[src/rtl/avr_cpu_decode_pipe.sv]
`default_nettype none
// ============================================================================
//  Module   : avr_cpu_decode_pipe
//  Purpose  : Registered, handshaked AVR instruction decoder between fetch and
//             execute. Decodes LDI/IN/OUT/MOV/NOP and two-word LDS/STS into
//             one registered micro-op per instruction, with backpressure and
//             flush.
//  Revision : 1.0  initial release
// ============================================================================

`ifndef ALU_OP_MOVE
`define ALU_OP_MOVE 4'd1
`endif

module avr_cpu_decode_pipe #(
  parameter int DATA_ADDR_WIDTH = 16,
  parameter int PC_WIDTH        = 16
) (
  input  logic                       clk,
  input  logic                       reset,
  input  logic                       flush,
  input  logic                       in_valid,
  output logic                       in_ready,
  input  logic [15:0]                in_opcode,
  input  logic [PC_WIDTH-1:0]        in_pc,
  output logic                       out_valid,
  input  logic                       out_ready,
  output logic [PC_WIDTH-1:0]        out_pc,
  output logic [3:0]                 alu,
  output logic [4:0]                 r_addr,
  output logic [4:0]                 d_addr,
  output logic [7:0]                 immediate,
  output logic                       use_immediate,
  output logic [5:0]                 io_addr,
  output logic                       io_read,
  output logic                       io_write,
  output logic [DATA_ADDR_WIDTH-1:0] mem_addr,
  output logic                       mem_read,
  output logic                       mem_write,
  output logic                       reg_write,
  output logic                       illegal
);

  localparam logic [3:0] c_ALU_MOVE = `ALU_OP_MOVE;

  // IDLE expects a first word; ADDR expects the LDS/STS address word
  localparam logic [0:0] c_ST_IDLE = 1'b0;
  localparam logic [0:0] c_ST_ADDR = 1'b1;

  logic [0:0]                 state_q, state_d;
  logic                       out_valid_q, out_valid_d;
  logic [PC_WIDTH-1:0]        pc_q, pc_d;
  logic [3:0]                 alu_q, alu_d;
  logic [4:0]                 r_addr_q, r_addr_d;
  logic [4:0]                 d_addr_q, d_addr_d;
  logic [7:0]                 imm_q, imm_d;
  logic                       use_imm_q, use_imm_d;
  logic [5:0]                 io_addr_q, io_addr_d;
  logic                       io_read_q, io_read_d;
  logic                       io_write_q, io_write_d;
  logic [DATA_ADDR_WIDTH-1:0] mem_addr_q, mem_addr_d;
  logic                       mem_read_q, mem_read_d;
  logic                       mem_write_q, mem_write_d;
  logic                       reg_write_q, reg_write_d;
  logic                       illegal_q, illegal_d;

  // Combinational decode of the word on in_opcode (meaningful as a first word)
  logic [4:0] w_dec_r_addr;
  logic [4:0] w_dec_d_addr;
  logic       w_dec_use_imm;
  logic       w_dec_io_read;
  logic       w_dec_io_write;
  logic       w_dec_mem_read;
  logic       w_dec_mem_write;
  logic       w_dec_reg_write;
  logic       w_dec_illegal;
  logic       w_dec_two_word;
  logic       w_accept;
  logic       w_xfer;

  // Ready does not look at in_valid, so fetch can use it without a loop
  assign in_ready = !flush && (!out_valid_q || out_ready);
  assign w_accept = in_valid && in_ready;
  assign w_xfer   = out_valid_q && out_ready;

  // Decode the incoming opcode into micro-op fields
  always_comb begin
    w_dec_r_addr    = 5'd0;
    w_dec_d_addr    = 5'd0;
    w_dec_use_imm   = 1'b0;
    w_dec_io_read   = 1'b0;
    w_dec_io_write  = 1'b0;
    w_dec_mem_read  = 1'b0;
    w_dec_mem_write = 1'b0;
    w_dec_reg_write = 1'b0;
    w_dec_illegal   = 1'b0;
    w_dec_two_word  = 1'b0;
    if (in_opcode[15:12] == 4'b1110) begin
      // LDI only reaches the upper register half
      w_dec_d_addr    = {1'b1, in_opcode[7:4]};
      w_dec_use_imm   = 1'b1;
      w_dec_reg_write = 1'b1;
    end else if (in_opcode[15:11] == 5'b10110) begin
      w_dec_r_addr    = in_opcode[8:4];
      w_dec_d_addr    = in_opcode[8:4];
      w_dec_io_read   = 1'b1;
      w_dec_reg_write = 1'b1;
    end else if (in_opcode[15:11] == 5'b10111) begin
      w_dec_r_addr    = in_opcode[8:4];
      w_dec_d_addr    = in_opcode[8:4];
      w_dec_io_write  = 1'b1;
    end else if (in_opcode[15:10] == 6'b001011) begin
      w_dec_r_addr    = {in_opcode[9], in_opcode[3:0]};
      w_dec_d_addr    = in_opcode[8:4];
      w_dec_reg_write = 1'b1;
    end else if (in_opcode == 16'h0000) begin
      w_dec_illegal   = 1'b0;
    end else if ((in_opcode[15:10] == 6'b100100) && (in_opcode[3:0] == 4'b0000)) begin
      // Bit 9 separates STS (store) from LDS (load)
      w_dec_two_word = 1'b1;
      if (in_opcode[9]) begin
        w_dec_r_addr    = in_opcode[8:4];
        w_dec_mem_write = 1'b1;
      end else begin
        w_dec_d_addr    = in_opcode[8:4];
        w_dec_mem_read  = 1'b1;
        w_dec_reg_write = 1'b1;
      end
    end else begin
      w_dec_illegal = 1'b1;
    end
  end

  // State register and micro-op output registers
  always_ff @(posedge clk) begin
    if (reset) begin
      state_q     <= c_ST_IDLE;
      out_valid_q <= 1'b0;
      pc_q        <= '0;
      alu_q       <= 4'd0;
      r_addr_q    <= 5'd0;
      d_addr_q    <= 5'd0;
      imm_q       <= 8'd0;
      use_imm_q   <= 1'b0;
      io_addr_q   <= 6'd0;
      io_read_q   <= 1'b0;
      io_write_q  <= 1'b0;
      mem_addr_q  <= '0;
      mem_read_q  <= 1'b0;
      mem_write_q <= 1'b0;
      reg_write_q <= 1'b0;
      illegal_q   <= 1'b0;
    end else begin
      state_q     <= state_d;
      out_valid_q <= out_valid_d;
      pc_q        <= pc_d;
      alu_q       <= alu_d;
      r_addr_q    <= r_addr_d;
      d_addr_q    <= d_addr_d;
      imm_q       <= imm_d;
      use_imm_q   <= use_imm_d;
      io_addr_q   <= io_addr_d;
      io_read_q   <= io_read_d;
      io_write_q  <= io_write_d;
      mem_addr_q  <= mem_addr_d;
      mem_read_q  <= mem_read_d;
      mem_write_q <= mem_write_d;
      reg_write_q <= reg_write_d;
      illegal_q   <= illegal_d;
    end
  end

  // Next state: enter ADDR on an accepted LDS/STS first word, leave on its address
  always_comb begin
    state_d = state_q;
    if (flush) begin
      state_d = c_ST_IDLE;
    end else if (w_accept) begin
      case (state_q)
        c_ST_IDLE: if (w_dec_two_word) state_d = c_ST_ADDR;
        c_ST_ADDR: state_d = c_ST_IDLE;
        default:   state_d = c_ST_IDLE;
      endcase
    end
  end

  // Next micro-op: hold unless a first word or an address word is accepted
  always_comb begin
    out_valid_d = out_valid_q && !w_xfer;
    pc_d        = pc_q;
    alu_d       = alu_q;
    r_addr_d    = r_addr_q;
    d_addr_d    = d_addr_q;
    imm_d       = imm_q;
    use_imm_d   = use_imm_q;
    io_addr_d   = io_addr_q;
    io_read_d   = io_read_q;
    io_write_d  = io_write_q;
    mem_addr_d  = mem_addr_q;
    mem_read_d  = mem_read_q;
    mem_write_d = mem_write_q;
    reg_write_d = reg_write_q;
    illegal_d   = illegal_q;
    if (flush) begin
      out_valid_d = 1'b0;
    end else if (w_accept) begin
      if (state_q == c_ST_IDLE) begin
        // The first word carries everything except the data address
        pc_d        = in_pc;
        alu_d       = c_ALU_MOVE;
        r_addr_d    = w_dec_r_addr;
        d_addr_d    = w_dec_d_addr;
        imm_d       = {in_opcode[11:8], in_opcode[3:0]};
        use_imm_d   = w_dec_use_imm;
        io_addr_d   = {in_opcode[10:9], in_opcode[3:0]};
        io_read_d   = w_dec_io_read;
        io_write_d  = w_dec_io_write;
        mem_addr_d  = '0;
        mem_read_d  = w_dec_mem_read;
        mem_write_d = w_dec_mem_write;
        reg_write_d = w_dec_reg_write;
        illegal_d   = w_dec_illegal;
        out_valid_d = !w_dec_two_word;
      end else begin
        // Address word: never decoded, only completes the pending LDS/STS
        mem_addr_d  = in_opcode[DATA_ADDR_WIDTH-1:0];
        out_valid_d = 1'b1;
      end
    end
  end

  assign out_valid     = out_valid_q;
  assign out_pc        = pc_q;
  assign alu           = alu_q;
  assign r_addr        = r_addr_q;
  assign d_addr        = d_addr_q;
  assign immediate     = imm_q;
  assign use_immediate = use_imm_q;
  assign io_addr       = io_addr_q;
  assign io_read       = io_read_q;
  assign io_write      = io_write_q;
  assign mem_addr      = mem_addr_q;
  assign mem_read      = mem_read_q;
  assign mem_write     = mem_write_q;
  assign reg_write     = reg_write_q;
  assign illegal       = illegal_q;

endmodule

`default_nettype wire

[config.mk]
export PLATFORM = sky130hd
export DESIGN_NAME = avr_cpu_decode_pipe
export DESIGN_NICKNAME = d
export VERILOG_FILES = /design/src/rtl/avr_cpu_decode_pipe.sv
export SDC_FILE = /design/constraint.sdc
export NUM_CORES = 1
export LEC_CHECK = 0
export ABC_AREA = 1
export CORE_MARGIN = 4
export CORE_UTILIZATION = 45
export CTS_CLUSTER_DIAMETER = 120
export DETAILED_ROUTE_END_ITERATION = 8
export DONT_BUFFER_PORTS = 1
export PLACE_DENSITY_LB_ADDON = 0.15
export RECOVER_POWER = 25
export SLEW_MARGIN = 20
export SYNTH_ARGS = -nofsm -noshare
export SYNTH_HDL_FRONTEND = slang
export SYNTH_SLANG_ARGS = --single-unit
[constraint.sdc]
create_clock -name clk -period 3.37 [get_ports clk]
set_input_delay 0.674 -clock clk [delete_from_list [all_inputs] [get_ports clk]]
set_output_delay 0.674 -clock clk [all_outputs]
set_load 0.03 [all_outputs]
==> impl_metrics.toml <==
[cells_and_area]
drive_gt1_frac = 0.101
register_area_um2 = 1200
multi_input_area_um2 = 1070
layout.nets = 350
fill_cells = 536
diodes = 0
syn2layout_area_growth_pct = 5.43

[grt]
grt.total_usage = 0.189
grt_overflow_total = 0
grt_max_degree = 46
grt_pass1_vias = 1898
antenna_found_initial = 0
grt_pass1_wl_um = 9610

[drt]
post_drt_wl_per_cell_um = 16.0
ant_nets = 0
wl_um = 6210
vias = 2020
vias_per_cell = 5.21
drc = 0
firstDrtPassIters = 4
drtIter0Drc = 156

[die]
start_util = 0.477
ioPinCount = 106
die_y_um = 82.7
rows = 26
die_w_um = 82.7
coreArea_um2 = 5270
die-area_um2 = 6840

[placement]
pre_cts_ws_ns = 1.06
portBuffers = 0
gp_congestion = 0.816
dp_hpwl_um = 4230

[critical_path]
path_buf_inv = 1
required_ns = 3.63
worstPathCellList = "nand2_1 > inv_2 > nor2_4 > nand2_4 > nor2_8 > nand2_1 > or2_1 > a21oi_1"
worstSetupStartpoint = "out_valid$_SDFF_PP0_"
startpoint_type = "flop"
crit_arrival_ns = 2.37
critical-path-top-delay-family = "simple AND/OR/NAND/NOR gates"
critPathCaptureType = "flop"
max_stage_delay_ns = 0.46
crit_fanout = 45
worstSetupPathType = "flop to flop"
r2r-start = "out_valid$_SDFF_PP0_"
slowest_stage = "nor2_8"
crit_top_cell = "nand2_1"

[sta]
fin_crit_ns = 2.11
finalCritPeriodShare = 0.626
tns_ns = 0
relSlewSlack = 0.461
setup_viol = 0
timing.hold.ws_ns = 0.405
tightest_slew_ns = 0.807
worst_slack_ns = 1.26
fmax_ghz = 0.474
finalHoldViolations = 0
slew_viol_final = 0
fin_skew_ns = 0.00812
rsz0062_at_grt = "false"

[cts]
clockBufferDepth = 2
cts_setup_buffers = 0
cts_buffers = 9
cts-htree-levels = 3
cts.repair.resized = 0
insertion_delay_ns = 0.34
cts_hold_buf = 0
cts_tree = "yes"
clock-sinks = 60
cts-root-buf = "clkbuf_8"
cts.reportedPaths.clkPinSlew_ns = 0.07

[min_path]
hold_path.class = "primary input to flop"
hp-start = "reset"

[power]
p_total_mw = 1.64
p_leak_nw = 1.03
power_density_nw_per_um2 = 621
peakVddDrop_v = 0.000285

[synthesis]
yosysWarnings = 0
synth_top_cell_by_area = "dfxtp_1"
ys_async_sr_fraction = 0
synth_seq_area_share = 0.478
synth_top_area_frac = 0.478
synthTopCellsByCount = "61 x nand2_1, 60 x dfxtp_1, 56 x nor2_1"
syn_area_um2 = 2510
yosysMostFrequentCell = "nand2_1"
syn_area_per_cell_um2 = 7.68
synthCells = 327
ys.flop_type = "dfxtp_1"
yosysUniqueCellTypes = 31
ys_ff_latch = 60
synth_edf_count = 0
netlist_top_cells_area = "dfxtp_1 48%, nand2_1 9.1%, nor2_1 8.4%"

[flow_run]
cap_violations = 0

[outcome]
outcome = "complete, no violations"
-- path summary, 6_finish.rpt --
check	endpoint	slack, ns	depth (start not counted)
setup / recovery	d_addr[4]$_SDFFE_PP0P_	1.26	8
hold / removal	illegal$_SDFFE_PP0P_	0.41	1
setup reg to reg	d_addr[4]$_SDFFE_PP0P_	1.26	8
hold reg to reg	r_addr[4]$_SDFFE_PP0P_	0.61	2
-- per-stage QoR --
step,util,cell area [µm²],std cells
after global routing,0.503,2650,388
after floorplan,-,2520,329
after detailed placement,0.460,2420,372
after global placement,0.460,2420,372
after CTS,0.503,2650,388
final,0.503,2650,388
-- logic make-up (layout without fill, tap and decap cells) --
kind of cell | after synthesis | after routing | share of synthesized area
other cells | 1 | 3 | 0.00149
compound gates | 70 | 70 | 0.142
flops | 60 | 60 | 0.478
buf+inv | 42 | 31 | 0.0986
simple gates | 154 | 154 | 0.279
-- cell type report --
class                   instances  area share
inverters                      15      0.0241
clock inverters                 6      0.0331
multi-input cells             227       0.404
clock buffers                  10      0.0520
well taps                      70      0.0331
flip-flops and latches         60       0.453
-- cell usage in the layout, fill, tap and decap left out, drive strengths merged, types with 2 or more instances in the layout --
master,n
a21oi,35
conb,3
o21a,2
nand3,20
inv,14
o21ai,32
clkbuf,10
clkinv,2
nor4,2
or2,2
clkinvlp,3
nand2,64
nor2,63
dfxtp,60
bufinv,2
-- report_power, final --
group / internal (mW) / total, mW / switching, mW
Combinational: 0.0275 / 0.0912 / 0.0637
Sequential: 0.740 / 0.832 / 0.0926
Clock: 0.435 / 0.721 / 0.287
-- metal layers --
layer | vias up | global-route usage | part of all wire
met4 | 0 | 0.0686 | 0.014
li1 | 1016 | - | -
met3 | 9 | 0.0889 | 0.11
met1 | 917 | 0.249 | 0.43
met5 | - | 0 | 0
met2 | 78 | 0.268 | 0.45
-- state kept, by name, indices dropped and copies added, names as in the netlist, 5 cells and up --
register,count
r_addr,5
out_pc,16
immediate,8
d_addr,5
mem_addr,16
Power figures use the tool's default switching activity.
